**src/rtl/cbus_sram_ctrl.sv**
```systemverilog
// cbus_sram_ctrl: CBus slave that turns single and burst transactions into 64-bit single-port SRAM accesses.
// Optional address window check with a sticky err flag: define CBUS_SRAM_RANGE_CHECK_EN.
package cbus_pkg;
    typedef enum logic {
        BURST_FIXED = 1'b0,
        BURST_INCR  = 1'b1
    } cbus_burst_t;

    typedef struct packed {
        logic        valid;
        logic        is_write;
        logic [2:0]  size;
        logic [63:0] addr;
        logic [7:0]  strobe;
        logic [63:0] data;
        logic [3:0]  len;
        cbus_burst_t burst;
    } cbus_req_t;

    typedef struct packed {
        logic        ready;
        logic        last;
        logic [63:0] data;
    } cbus_resp_t;
endpackage

// state | meaning
// IDLE  | waiting for creq.valid; request latched on accept, nothing issued
// READ  | one SRAM read per cycle; each beat returned the following cycle
// WRITE | one SRAM write per cycle the master presents a beat
// DONE  | one quiet cycle so the master can drop valid
module cbus_sram_ctrl
    import cbus_pkg::*;
#(
    parameter int unsigned DEPTH_LOG2 = 16,
    parameter logic [63:0] BASE_ADDR  = 64'h0
) (
    input  logic                  clk,
    input  logic                  reset,
    input  cbus_req_t             creq,
    output cbus_resp_t            cresp,
    output logic                  sram_en,
    output logic [7:0]            sram_we,
    output logic [DEPTH_LOG2-1:0] sram_addr,
    output logic [63:0]           sram_wdata,
    input  logic [63:0]           sram_rdata,
    output logic                  err
);

    typedef enum logic [1:0] {IDLE, READ, WRITE, DONE} state_t;

    state_t                state_q, state_d;
    logic [DEPTH_LOG2-1:0] addr_q, addr_d;
    logic [4:0]            left_q, left_d;
    logic                  incr_q, incr_d;
    logic                  bad_q, bad_d;
    logic                  rd_vld_q, rd_vld_d;
    logic                  rd_last_q, rd_last_d;

    logic                  below;
    logic [63:0]           offset;
    logic [DEPTH_LOG2-1:0] req_idx;
    logic                  req_bad;
    logic                  unused_ok;

    // The extra top bit is the borrow, i.e. addr < BASE_ADDR.
    assign {below, offset} = {1'b0, creq.addr} - {1'b0, BASE_ADDR};
    assign req_idx         = offset[DEPTH_LOG2+2:3];
    assign unused_ok       = ^{creq.size, offset, below};

`ifdef CBUS_SRAM_RANGE_CHECK_EN
    logic err_q;

    assign req_bad = below || (offset[63:DEPTH_LOG2+3] != '0);

    always_ff @(posedge clk) begin
        if (!reset) begin
            err_q <= 1'b0;
        end else if (state_q == IDLE && creq.valid && req_bad) begin
            err_q <= 1'b1;
        end
    end

    assign err = err_q;
`else
    assign req_bad = 1'b0;
    assign err     = 1'b0;
`endif

    always_ff @(posedge clk) begin
        if (!reset) begin
            state_q   <= IDLE;
            addr_q    <= '0;
            left_q    <= '0;
            incr_q    <= 1'b0;
            bad_q     <= 1'b0;
            rd_vld_q  <= 1'b0;
            rd_last_q <= 1'b0;
        end else begin
            state_q   <= state_d;
            addr_q    <= addr_d;
            left_q    <= left_d;
            incr_q    <= incr_d;
            bad_q     <= bad_d;
            rd_vld_q  <= rd_vld_d;
            rd_last_q <= rd_last_d;
        end
    end

    always_comb begin
        state_d    = state_q;
        addr_d     = addr_q;
        left_d     = left_q;
        incr_d     = incr_q;
        bad_d      = bad_q;
        rd_vld_d   = 1'b0;
        rd_last_d  = 1'b0;
        sram_en    = 1'b0;
        sram_we    = '0;
        sram_addr  = '0;
        sram_wdata = '0;
        cresp      = '0;

        case (state_q)
            IDLE: begin
                if (creq.valid) begin
                    addr_d  = req_idx;
                    left_d  = {1'b0, creq.len} + 5'd1;
                    incr_d  = (creq.burst == BURST_INCR);
                    bad_d   = req_bad;
                    state_d = creq.is_write ? WRITE : READ;
                end
            end
            READ: begin
                // left_q counts beats still to issue; the response side trails by one cycle.
                cresp.ready = rd_vld_q;
                cresp.last  = rd_last_q;
                if (rd_vld_q && !bad_q) begin
                    cresp.data = sram_rdata;
                end
                if (rd_last_q) begin
                    state_d = DONE;
                end else if (!creq.valid) begin
                    state_d = IDLE;
                end else if (left_q != 5'd0) begin
                    sram_en   = !bad_q;
                    sram_addr = bad_q ? '0 : addr_q;
                    rd_vld_d  = 1'b1;
                    rd_last_d = (left_q == 5'd1);
                    left_d    = left_q - 5'd1;
                    if (incr_q) begin
                        addr_d = addr_q + DEPTH_LOG2'(1);
                    end
                end
            end
            WRITE: begin
                if (creq.valid) begin
                    cresp.ready = 1'b1;
                    cresp.last  = (left_q == 5'd1);
                    if (!bad_q) begin
                        sram_en    = 1'b1;
                        sram_we    = creq.strobe;
                        sram_addr  = addr_q;
                        sram_wdata = creq.data;
                    end
                    left_d = left_q - 5'd1;
                    if (incr_q) begin
                        addr_d = addr_q + DEPTH_LOG2'(1);
                    end
                    if (left_q == 5'd1) begin
                        state_d = DONE;
                    end
                end
            end
            DONE: begin
                state_d = IDLE;
            end
            default: begin
                state_d = IDLE;
            end
        endcase
    end

endmodule

```
**config.mk**
```make
export PLATFORM = sky130hd
export DESIGN_NAME = cbus_sram_ctrl
export DESIGN_NICKNAME = d
export VERILOG_FILES = /design/src/rtl/cbus_sram_ctrl.sv
export SDC_FILE = /design/constraint.sdc
export NUM_CORES = 1
export LEC_CHECK = 0
export BUFFER_PORTS_ARGS = -buffer_cell sky130_fd_sc_hd__clkbuf_2
export CAP_MARGIN = 5
export CORE_AREA = 2 2 142 144
export DETAILED_ROUTE_END_ITERATION = 10
export DIE_AREA = 0 0 144 146
export GPL_TIMING_DRIVEN = 0
export HOLD_SLACK_MARGIN = 0.1
export PLACE_DENSITY_LB_ADDON = 0.05
export RECOVER_POWER = 100
export SLEW_MARGIN = 20
export SYNTH_ARGS = -nofsm -noshare
export SYNTH_HDL_FRONTEND = slang
export SYNTH_SLANG_ARGS = --single-unit
```
**constraint.sdc**
```tcl
create_clock -name clk -period 2.2 [get_ports clk]
set_input_delay 0.22 -clock clk [delete_from_list [all_inputs] [get_ports clk]]
set_output_delay 0.22 -clock clk [all_outputs]
set_load 0.005 [all_outputs]
```
Word-level counts from Yosys, hierarchy flattened:

Cells that the tools add are included.

* add/subtract/negate cells: 3
* eq/ne operators: 11
* muxes and demuxes: 38
* bitwise gates (word level): 4
* reduce and logical (&&, ||, !) cells: 8

Operator list (number)
* 2-to-1 mux 64 bit: 4
* 2-to-1 mux 16 bit: 10
* one-hot mux 16 bit (3 select lines): 1
* one-hot mux 16 bit (2 select lines): 1
* 2-to-1 mux 5 bit: 5
* adder 16 x 1 -> 16 bit (second input constant): 1
* 2-to-1 mux 8 bit: 2
* one-hot mux 5 bit (3 select lines): 1
* 2-to-1 mux 2 bit: 7
* != test 2 bit (second input constant): 6
* one-hot mux 2 bit (4 select lines): 1
* AND reduction 6 bit: 1
* adder 4 x 1 -> 5 bit (second input constant): 1
* == test 5 x 1 -> 1 bit (second input constant): 1
* nonzero test 5 bit: 1
* OR reduction 5 bit: 1
* subtractor 5 x 1 -> 5 bit (second input constant): 1
* == test 2 bit (second input constant): 2
* 2-to-1 mux 1 bit: 4
* inverter 1 bit: 4
* one-hot mux 2 bit (2 select lines): 1
* AND reduction 4 bit: 1
* OR reduction 4 bit: 1
* != test 3 bit (second input constant): 1
* other kinds (5): 5

* flip-flop bits (word level): 26
* input bits: 212
* logic and storage cells: 70

Longest topological paths before layout:

Gate-level depths: netlist of the first run.

* depth after elaboration: 6
* gate-level depth with buffers: 8
* mapped depth without buffers: 6

Worst setup path after synthesis of the first run:

Ideal clock, no wire load.

* path type: register -> register
* start point: reg left_q[0]
* end point: reg addr_q[10]
* arrival: 1.750 ns
* path slack: 0.331 ns
* cell stages (with the launch flop): 8
* path buffers: 1
* clock period less this slack: 1.869 ns
* cells stage by stage: dfxtp_1 inv_1 ha_1 or4b_4 a22oi_4 buf_4 a211oi_1 o221a_2

* longest elaborated chain between the ends: 3

RTL lines
* start, declared: RTL line 54 `logic [4:0] left_q, left_d;`
* start signal, assigned: RTL line 102 `left_q <= left_d;`
* nonzero test 5 bit: RTL line 145 `end else if (left_q != 5'd0) begin`
* != test 2 bit (no source line)
* AND reduction 6 bit (no source line)
* end signal, assigned: RTL line 101 `addr_q <= addr_d;`
* end, declared: RTL line 53 `logic [DEPTH_LOG2-1:0] addr_q, addr_d;`

Every way passes these cells.
A chain may end at the register's enable or synchronous reset.

Final worst setup path of the first run:

* start point: reg left_q[1]
* end point: out sram_addr[11]

* longest elaborated chain between the ends: 5

RTL lines
* nonzero test 5 bit: RTL line 145
* 2-to-1 mux 16 bit: RTL line 145
* 2-to-1 mux 16 bit: RTL line 143 `end else if (!creq.valid) begin`
* 2-to-1 mux 16 bit: RTL line 141 `if (rd_last_q) begin`
* one-hot mux 16 bit (2 select lines): RTL line 124 `case (state_q)`
* end, declared: RTL line 44 `output logic [DEPTH_LOG2-1:0] sram_addr,`

Every way passes these cells.

==> results.md, run 1 <==
* Outcome: finished clean
* Drt via density at between 4 and 5
* Std-Cell Core Area at slightly below 0.02 mm²
* Wire length of the first global-routing pass at 27500 µm
* Total negative slack at 0 ps
* Synth area leaders: sky130_fd_sc_hd__and3_1 (30%), sky130_fd_sc_hd__dfxtp_1 (18%), sky130_fd_sc_hd__clkbuf_1 (5.3%), sky130_fd_sc_hd__ha_1 (4.3%), sky130_fd_sc_hd__and2_1 (3.6%)
* Clock tree from TritonCTS: built
* Via count of the routed design at 4583
* Standard-cell rows at 51
* Post-synth EDFFs at 0
* Pin count of the biggest net entering global routing at 14
* Register-to-Register Setup Slack at roughly 70 ps
* Post-synthesis cell type with the largest combined area: sky130_fd_sc_hd__and3_1
* Via count of the first global-routing pass at approximately 4400
* Type of origin of the critical path: flop
* Area of the mapped netlist at slightly below 0.003 mm²
* Total of warnings raised by yosys at 0
* Clock root buffer: sky130_fd_sc_hd__clkbuf_16
* Simple-Gate Fraction of Synth Area at between 40% and 50%
* Data arrival time of the worst path at around 1900 ps
* Post-synthesis sequential element count at 26
* Nets in the synthesized netlist at between 600 and 700
* Post-Synth Adder-Cell Area at between 4 and 5%
* Number of failing setup endpoints in the final timing report at 0
* Routability-driven placement congestion ratio at 0.860
* Clock slew at reported path FFs at 70 ps
* WP data required at between 1500 and 2000 ps
* H-tree Lvls at 1
* Longest Clk Path Bufs at 2
* Number of failing hold endpoints at the final stage at 0
* Wire length on met2 at 8480 µm
* Hold-critical path depth at 3
* Hold WS at between 150 and 200 ps
* Top cell family by delay on the critical path: simple AND/OR/NAND/NOR gates
* GRT Overall Usage at between 10% and 20%
* Growth of design area from synthesis to finish at 72.1%
* Slowest library cell on the worst path: sky130_fd_sc_hd__or4b_4
* Quantity of I/O buffers inserted on ports at between 300 and 400
* Overall die area at ~0.021 mm²
* Max-Cap Viols at 0
* Length of routed met3 wiring at around 1800 µm
* Worst reg-to-reg path cell count at 7
* Maximum single-stage delay on the critical path at about 500 ps
* Vert. Die Dim at between 100 and 150 µm
* Layout Skew at 3.25 ps
* Maximum fanout encountered on the critical timing path at 10
* Maximum vdd ir drop at slightly below 0.0005 V
* Worst-skew pair later-pin latency at ~270 ps
* Share of Yosys cell area claimed by the top area cell type at between 20% and 30%
* Number of buffers and inverters on the critical path at 3
* Post-Route M1 WL at about 9000 µm
* Crit path capture type: output pin
* Remaining Overflow, GRT at 0
* Total DRC errors in the routed layout at 0
* Number of sinks on the clock net at 26
* Final HPWL DP at 16300 µm
* Ratio of cells with drive above 1 in the final layout at 49.1%
* Category of the most critical setup path: reg2out
* Starting density of the core at between 10% and 20%
* Register area share after synthesis at 17.8%
* Count of distinct cell types in the synthesized netlist at 53
* Total clock buffers created by CTS at 3
* Total wirelength of the detailed-routed design at between 15000 and 20000 µm
* Initial antenna violation count at 0
* First-pass iteration count of the detailed router at 5
* Measured slew at the worst slew-check pin at approximately 580 ps
* HP Class: in2reg
* Crit share post-route at 97.3%
* Fraction of synthesized area in multiplexers at less than 1%
* Count of antenna-violating nets left after detailed routing at 0
* Worst rel slew slack at between 60% and 70%
* Post-synthesis instance total at 418
* Xor and xnor fraction of the mapped netlist area at 0.900%
* Dominant register cell in the synthesized netlist: sky130_fd_sc_hd__dfxtp_1
* Clock period minus worst slack at approximately 2100 ps
* Leakage dissipation at approximately 3.0 nW
* Cell chain of the critical path: inv_1 -> ha_1 -> or4b_4 -> nand3_4 -> a21oi_4 -> buf_8 -> and2_1 -> clkbuf_2
* Final design utilization at 26.0%
* Highest Signal Layer: met4
* Setup repair after global routing missed its margin: true
* Crit path depth at 8
* Combinational family with the most area after synthesis: simple AND/OR/NAND/NOR gates
* WL per Instance at between 15 and 20 µm
* Mean cell area of the mapped netlist at roughly 7 µm²
* Number of placed I/O pins at about 370
* Total number of nets in the final design at ~960
* Power per standard cell area at a little over 900 mW/mm²
* Count of pins over their slew limit at 0
* Drt first-iter violations at around 350
* Antenna cells at 0
* Synth async-reset ratio at 0%
* Post-synthesis compound-gate area fraction at between 10% and 20%
* Die outline width at approximately 140 µm
* Max frequency at around 0.47 GHz
==> routing by layer <==
metal / global-route usage [%] / up-vias
met4: 1.81 / 0
met1: 24.5 / 2131
met3: 3.32 / 7
met5: 0 / -
li1: - / 2190
met2: 27.6 / 255
==> tightest hold or removal path, stage by stage <==
cell and delay, ps:
sky130_fd_sc_hd__clkbuf_2 80, sky130_fd_sc_hd__nand3_1 50, sky130_fd_sc_hd__a21oi_1 60
==> sequential cells by signal (all words and copies together) (netlist names) <==
signal / count
addr_q: 16
left_q: 5
state_q: 2
incr_q: 1
rd_last_q: 1
rd_vld_q: 1
==> kinds of logic (layout without fill, tap and decap cells) <==
family / Yosys count / count (layout)
simple gates: 238 / 238
compound gates: 78 / 78
buf+inv: 60 / 379
flops: 26 / 26
fa+ha+maj: 10 / 10
xor+xnor: 3 / 3
mux: 2 / 2
other cells: 1 / 1
==> synth_stat cells, types with 2 or more instances <==
master,instances
sky130_fd_sc_hd__a211oi_1,10
sky130_fd_sc_hd__buf_2,2
sky130_fd_sc_hd__o211ai_1,2
sky130_fd_sc_hd__nand3_1,11
sky130_fd_sc_hd__o31ai_1,5
sky130_fd_sc_hd__inv_1,12
sky130_fd_sc_hd__or3_1,3
sky130_fd_sc_hd__xor2_1,2
sky130_fd_sc_hd__nor2_1,15
sky130_fd_sc_hd__or4_1,3
sky130_fd_sc_hd__and3_1,138
sky130_fd_sc_hd__o221a_2,5
sky130_fd_sc_hd__dfxtp_1,26
sky130_fd_sc_hd__ha_1,10
sky130_fd_sc_hd__nand4_1,4
sky130_fd_sc_hd__nand2_1,21
sky130_fd_sc_hd__o311ai_0,5
sky130_fd_sc_hd__nor4b_1,2
sky130_fd_sc_hd__a31oi_1,6
sky130_fd_sc_hd__and4_1,2
sky130_fd_sc_hd__mux2i_1,2
sky130_fd_sc_hd__o22ai_1,3
sky130_fd_sc_hd__buf_4,3
sky130_fd_sc_hd__a21oi_1,12
sky130_fd_sc_hd__and2_1,17
sky130_fd_sc_hd__nor2b_1,3
sky130_fd_sc_hd__nand2b_1,2
sky130_fd_sc_hd__nor3_1,11
sky130_fd_sc_hd__a22oi_1,3
sky130_fd_sc_hd__o21ai_0,10
sky130_fd_sc_hd__o32ai_1,4
sky130_fd_sc_hd__a32oi_1,3
sky130_fd_sc_hd__clkbuf_1,41
==> report_power, final <==
| part | switching [W] | internal, W |
|---|---|---|
| logic | 0.00199 | 0.00133 |
| clock network | 0.000198 | 0.000243 |
| registers | 0.000259 | 0.000668 |
==> final cells by class <==
cell class | count | area (µm²)
Sequential cell | 26 | 527
Fill cell | 2214 | 14300
Buffer | 48 | 251
Clock buffer | 3 | 75.1
Multi-Input combinational cell | 332 | 2200
Tap cell | 265 | 332
Inverter | 12 | 45.0
Timing Repair Buffer | 316 | 1590
==> cell usage in the layout, fill, tap and decap left out, types with 4 or more instances in the layout <==
master	instances
sky130_fd_sc_hd__o221a_2	5
sky130_fd_sc_hd__o311ai_0	5
sky130_fd_sc_hd__and2_1	16
sky130_fd_sc_hd__nand2_1	21
sky130_fd_sc_hd__nor3_1	11
sky130_fd_sc_hd__clkbuf_1	26
sky130_fd_sc_hd__o31ai_1	5
sky130_fd_sc_hd__inv_1	11
sky130_fd_sc_hd__a21oi_1	11
sky130_fd_sc_hd__a211oi_1	10
sky130_fd_sc_hd__ha_1	7
sky130_fd_sc_hd__dfxtp_1	23
sky130_fd_sc_hd__buf_4	5
sky130_fd_sc_hd__nand4_1	4
sky130_fd_sc_hd__a31oi_1	6
sky130_fd_sc_hd__nor2_1	15
sky130_fd_sc_hd__clkbuf_2	325
sky130_fd_sc_hd__o32ai_1	4
sky130_fd_sc_hd__nand3_1	10
sky130_fd_sc_hd__and3_1	138
sky130_fd_sc_hd__o21ai_0	10
==> what timing repair did <==
item | CTS | global route
endpoints found under the setup margin | 139 | 133
hold buffers | 0 | 0
resized for setup | 30 | 21
setup buffers | 2 | 0
hold endpoints to repair | 0 | 0
pin swaps | 2 | 1
==> per-stage QoR <==
step                      power, W  instances  instance area [µm²]  worst slack (ps)
after floorplan            0.00279        418                 2920               331
after global placement     0.00400        997                 4820              -615
after detailed placement   0.00403        997                 4820              -593
after CTS                  0.00468       1002                 5000             -6.81
after global routing       0.00509       1002                 5020             -57.7
final                      0.00469       1002                 5020              58.6
==> worst paths after layout <==
check	from	endpoint
max	left_q[1]	sram_addr[11]
min reg2reg	state_q[1]	state_q[1]
min	creq[0]	incr_q
max reg2reg	left_q[1]	left_q[0]
Note: power is estimated with default switching activity, not from simulation.
==> run 2, diff against run 1 <==
Settings changed: CORE_AREA 2 2 142 144 to 2 2 144 146, DIE_AREA 0 0 144 146 to 0 0 146 148, SLEW_MARGIN 20 to not set.
Clock period 2.2 ns to 2.5 ns, I/O delays scaled along.
==> results.md, run 2 (synthesis gave the netlist of run 1 again) <==
* Quantity of I/O buffers inserted on ports at 314 (unchanged)
* Number of failing hold endpoints at the final stage at 0 (unchanged)
* Clock slew at reported path FFs at 70 ps (about the same)
* Category of the most critical setup path: reg2out
* Std-Cell Core Area at 0.0200 mm² (+3.6%)
* Slowest library cell on the worst path: sky130_fd_sc_hd__dfxtp_1
* Power per standard cell area at 831 mW/mm² (-11%)
* Vert. Die Dim at 148 µm (+1.4%)
* Clock root buffer: sky130_fd_sc_hd__clkbuf_16
* Routability-driven placement congestion ratio at 0.941 (+9.4%)
* Final instance count without filler cells at 1008 (+0.60%)
* Count of pins over their slew limit at 0 (unchanged)
* H-tree Lvls at 1 (unchanged)
* First-pass iteration count of the detailed router at 5 (unchanged)
* Outcome: finished clean
* Count of antenna-violating nets left after detailed routing at 0 (unchanged)
* Overall die area at 0.0216 mm² (+2.8%)
* Via count of the first global-routing pass at 4344 (-1.9%)
* Start of the worst register-to-register path: state_q[0]
* Longest Clk Path Bufs at 2 (unchanged)
* Most flops, register: addr_q
* Worst rel slew slack at 52.0% (-9.1 points)
* Maximum fanout encountered on the critical timing path at 10 (unchanged)
* WL per Instance at 19.3 µm (+0.10%)
* Number of hold buffers added after cts at 0 (unchanged)
* Number of sinks on the clock net at 26 (unchanged)
* Max-Cap Viols at 0 (unchanged)
* Pin count of the biggest net entering global routing at 15 (+1)
* Measured slew at the worst slew-check pin at 711 ps (+126 ps)
* Starting density of the core at 14.6% (-0.53 points)
* Initial antenna violation count at 1 (+1)
* Flip-flop count of the largest register after layout at 16 (unchanged)
* Drt first-iter violations at 264 (-25%)
* Fill cells at 2395 (+8.2%)
* Type of origin of the critical path: flop
* Number of placed I/O pins at 368 (unchanged)
* Cell seen most often among critical-path stages: sky130_fd_sc_hd__inv_1
* Most common library cell in the layout ignoring fill and taps: sky130_fd_sc_hd__clkbuf_2
* Growth of design area from synthesis to finish at 65.9%
* Standard-cell rows at 52 (+2.0%)
* Ratio of cells with drive above 1 in the final layout at 33.5% (-16 points)
* Maximum vdd ir drop at 0.000307 V (-38%)
* Most frequent cells in the layout: sky130_fd_sc_hd__clkbuf_2 (223), sky130_fd_sc_hd__and3_1 (138), sky130_fd_sc_hd__clkbuf_1 (130)
* Wire length of the first global-routing pass at 27500 µm (about the same)
* Number of placed cells counting well taps at 1002 (+0.50%)
* Worst-skew pair later-pin latency at 260 ps (about the same)
* Maximum single-stage delay on the critical path at 390 ps (-110 ps)
* Largest registers in the final layout: addr_q: 16 flops, left_q: 5 flops, state_q: 2 flops
* Via count of the routed design at 4574 (-0.20%)
* Layout Skew at 2.45 ps (-0.804 ps)
* Drt via density at 4.54 (-0.79%)
* Number of failing setup endpoints in the final timing report at 0 (unchanged)
* Max frequency at around 0.42 GHz
* Leakage dissipation at 2.66 nW (-13%)
* Remaining Overflow, GRT at 0 (unchanged)
* Cell chain of the critical path: inv_1 -> ha_1 -> inv_1 -> buf_2 -> clkbuf_4 -> nor2_1 -> clkbuf_2
* Crit share post-route at between 90% and 100%
* HP Class: in2reg
* Total number of nets in the final design at 960 (-0.10%)
* Data arrival time of the worst path at 2110 ps (+190 ps)
* Total DRC errors in the routed layout at 0 (unchanged)
* Setup repair after global routing missed its margin: false
* Clock period minus worst slack at ~2400 ps
* Total wirelength of the detailed-routed design at 19500 µm (+0.70%)
* Total clock buffers created by CTS at 3 (unchanged)
* Critical path startpoint: state_q[0]
* Total power after layout at 0.00403 W (-14%)
* Final HPWL DP at 16300 µm (+0.37%)
* Clock tree from TritonCTS: built
* Hold path startpoint: creq[0]
* WP data required at 2250 ps (+270 ps)
* Crit path capture type: output pin
* GRT Overall Usage at 16.6% (-0.60 points)
* Die outline width at 146 µm (+1.4%)
run 2: cell count changes in the layout (fill, tap and decap cells not counted), sizes merged:
cell / change
diode: +1
run 2: worst max-delay path: cells and delay by family (launching register included):
kind / cells / cell delay [ps]
adder cells (fa/ha/maj): 1 / 390
buffers and inverters: 5 / 1000
flip-flops: 1 / 390
AND/OR/NAND/NOR: 1 / 80
run 2: what timing repair did:
action / in CTS / in global routing
endpoints found under the setup margin: 29 / 82
gates resized for setup: 7 / 10
setup buffers: 1 / 0
endpoints found under the hold margin: 0 / 0
pin swaps: 1 / 0
run 2: path summary, 6_finish.rpt:
kind / cells after the start / endpoint / slack, ps
hold reg to reg: 2 / incr_q / 500
hold / removal: 3 / incr_q / 220
setup reg to reg: 6 / left_q[4] / 240
setup / recovery: 7 / cresp[64] / 140
run 2: where the power goes:
part | internal (W) | switching (W)
logic | 0.00105 | 0.00176
clock network | 0.000246 | 0.000165
registers | 0.000579 | 0.000225
total | 0.00188 | 0.00215
run 2: layer usage:
layer | track usage (%) | part of all wire (%)
met5 | 0 | 0
met4 | 1.75 | 0.59
met1 | 22.7 | 46
met3 | 3.58 | 7.2
met2 | 27.7 | 46
run 2: final cells by class:
type	instances	area (µm²)	share of cell area, %
inverter	12	45.0	0.930
buffer	48	213	4.39
clock buffer	4	88.8	1.83
sequential	26	520	10.7
antenna	1	2.50	0.0517
timing repair buffer	315	1460	30.0
multi-input combinational	332	2180	45.0
tap	270	338	6.97
run 2: stage by stage:
step	hold WS, ps	worst slack (ps)	cell area, µm²	setup TNS [ps]	utilization [%]
final	222	142	4840	0	24.2
after global placement	468	-281	4830	-2610	24.1
after detailed placement	468	-259	4830	-2760	24.1
after CTS	224	1.74	4940	0	24.7
after global routing	242	9.22	4840	0	24.2
after floorplan	397	610	2920	0	-
==> run 3, diff against run 2 <==
Settings changed: GPL_TIMING_DRIVEN 0 to not set, SKIP_CTS_REPAIR_TIMING set to 1.
==> results.md, run 3 (synthesis gave the netlist of run 1 again) <==
* Outcome: finished clean
* Hold WS at 213 ps (-8.87 ps)
* Measured slew at the worst slew-check pin at 665 ps (-45.4 ps)
* Clock tree from TritonCTS: built
* Hold-critical path depth at 3 (unchanged)
* Start of the worst register-to-register path: left_q[0]
* Total clock buffers created by CTS at 3 (unchanged)
* R2R Path End: addr_q[10]
* Number of placed I/O pins at 368 (unchanged)
* Overall die area at 0.0216 mm² (unchanged)
* Worst reg-to-reg path cell count at 7 (+1)
* Pint at 0.00182 W (-3.0%)
* Count of pins over their slew limit at 0 (unchanged)
* Drt first-iter violations at 181 (-31%)
* Longest Clk Path Bufs at 2 (unchanged)
* Growth of design area from synthesis to finish at 61.8%
* Most common library cell in the layout ignoring fill and taps: sky130_fd_sc_hd__clkbuf_2
* Register cell area after layout at 522 µm² (+0.24%)
* Worst-skew pair later-pin latency at 270 ps (about the same)
* Portion of total power attributed to the clock network at 11.3% (+1.1 points)
* Number of failing setup endpoints in the final timing report at 0 (unchanged)
* Number of failing hold endpoints at the final stage at 0 (unchanged)
* WL per Instance at 18.3 µm (-5.0%)
* Wire length of the first global-routing pass at 26100 µm (-5.3%)
* Ratio of cells with drive above 1 in the final layout at 35.4% (+1.8 points)
* Comb power frac at 67.1% (-2.7 points)
* Fill cells at 2359 (-1.5%)
* HP Class: in2reg
* Sw frac at 51.6% (-1.7 points)
* Antenna cells at 0 (-1)
* Psw at 0.00194 W (-9.5%)
* Largest registers in the final layout: addr_q: 16 flops, left_q: 5 flops, state_q: 2 flops
* Die outline width at 146 µm (unchanged)
* Worst rel slew slack at 55.7% (+3.7 points)
* Remaining Overflow, GRT at 0 (unchanged)
* Total DRC errors in the routed layout at 0 (unchanged)
* Clock slew at reported path FFs at 80 ps (about the same)
* Total wirelength of the detailed-routed design at 17900 µm (-7.9%)
* Max frequency at 0.439 GHz (+3.5%)
* Crit share post-route at 91.1% (-3.2 points)
* Number of sinks on the clock net at 26 (unchanged)
* Starting density of the core at 14.6% (unchanged)
* Maximum vdd ir drop at 0.000314 V (+2.4%)
* Hold Path End: incr_q
* Initial antenna violation count at 0 (-1)
* Layout Skew at 5.56 ps (+3.11 ps)
* GRT Overall Usage at 15.5% (-1.1 points)
* Std-Cell Core Area at 0.0200 mm² (unchanged)
* Register-to-Register Setup Slack at 220 ps (-20 ps)
* Via count of the first global-routing pass at 4126 (-5.0%)
* Total negative slack at 0 ps (unchanged)
* Power per standard cell area at 797 mW/mm² (-4.1%)
* Clock period minus worst slack at 2280 ps (-80.2 ps)
* Count of antenna-violating nets left after detailed routing at 0 (unchanged)
* First-pass iteration count of the detailed router at 4 (-1)
* Routability-driven placement congestion ratio at 0.889 (-5.5%)
* Most flops, register: addr_q
* Most frequent cells in the layout: sky130_fd_sc_hd__clkbuf_2 (221), sky130_fd_sc_hd__and3_1 (138), sky130_fd_sc_hd__clkbuf_1 (96)
* WP data required at 2670 ps (+420 ps)
* Setup repair after global routing missed its margin: false
* Max-Cap Viols at 0 (unchanged)
* Vert. Die Dim at 148 µm (unchanged)
* Leakage dissipation at 2.64 nW (-0.57%)
* Clock root buffer: sky130_fd_sc_hd__clkbuf_16
* H-tree Lvls at 1 (unchanged)
* Standard-cell rows at 52 (unchanged)
* Data arrival time of the worst path at 2450 ps (+340 ps)
* Via count of the routed design at 4341 (-5.1%)
* Dpl cell area at 0.00479 mm² (-0.88%)
* Total power after layout at 0.00376 W (-6.5%)
* Maximum fanout encountered on the critical timing path at 11 (+1)
* Crit path capture type: flop
* Finished layout cell area at 0.00472 mm² (-2.5%)
* Final HPWL DP at 14500 µm (-11%)
* Hold path startpoint: creq[0]
* Share of power burned in registers at 21.6% (+1.6 points)
* Quantity of I/O buffers inserted on ports at 315 (+0.32%)
* Flip-flop count of the largest register after layout at 16 (unchanged)
* Type of origin of the critical path: flop
* Category of the most critical setup path: reg2reg
* Total number of nets in the final design at 930 (-3.1%)
* Pin count of the biggest net entering global routing at 81 (+66)
* Drt via density at 4.44 (-2.1%)
* Area taken by multi-input logic gates at 0.00214 mm² (-1.7%)
## run 3: layout make-up
type | count | share of cell area (%)
tap | 270 | 7.15
inverter | 12 | 0.954
sequential | 26 | 11.0
timing repair buffer | 333 | 33.6
clock buffer | 4 | 1.88
multi-input combinational | 332 | 45.4
## run 3: worst max-delay path: stages, from the launching register on
cell                       delay, ps
sky130_fd_sc_hd__dfxtp_1         350
sky130_fd_sc_hd__inv_1            90
sky130_fd_sc_hd__ha_1            140
sky130_fd_sc_hd__or4b_4          470
sky130_fd_sc_hd__a22oi_2         470
sky130_fd_sc_hd__buf_4           280
sky130_fd_sc_hd__a211oi_1         70
sky130_fd_sc_hd__o221a_2         300
## run 3: routing by layer
metal / vias up / wire length, µm / GRT usage [%]
li1: 2136 / - / -
met1: 2012 / 8390 / 21.6
met2: 188 / 8020 / 24.9
met3: 5 / 1410 / 3.61
met4: 0 / 102 / 2.18
met5: - / 0 / 0
## run 3: how the worst max path moves through the flow
stage                           from       endpoint  cells past startpoint
after floorplan            left_q[0]   sram_addr[0]                      7
after global placement     left_q[0]     addr_q[10]                      7
after detailed placement   left_q[0]     addr_q[10]                      7
after CTS                 state_q[0]  sram_addr[15]                      8
after global routing      state_q[0]   sram_addr[3]                      8
final                      left_q[0]     addr_q[10]                      7
## run 3: power groups by stage
stage / clock [W] / combinational [W] / sequential [W]
after global routing: 0.000453 / 0.00282 / 0.000857
after floorplan: 0 / 0.00173 / 0.000730
after CTS: 0.000442 / 0.00266 / 0.000811
final: 0.000424 / 0.00253 / 0.000815
after global placement: 0 / 0.00262 / 0.000821
after detailed placement: 0 / 0.00265 / 0.000819
## run 3: metrics by stage
stage	std cells	worst slack, ps	util [%]
after detailed placement	973	362	23.9
after global routing	977	32.6	23.6
after global placement	973	361	23.9
final	977	222	23.6
after floorplan	418	610	-
after CTS	977	124	24.3
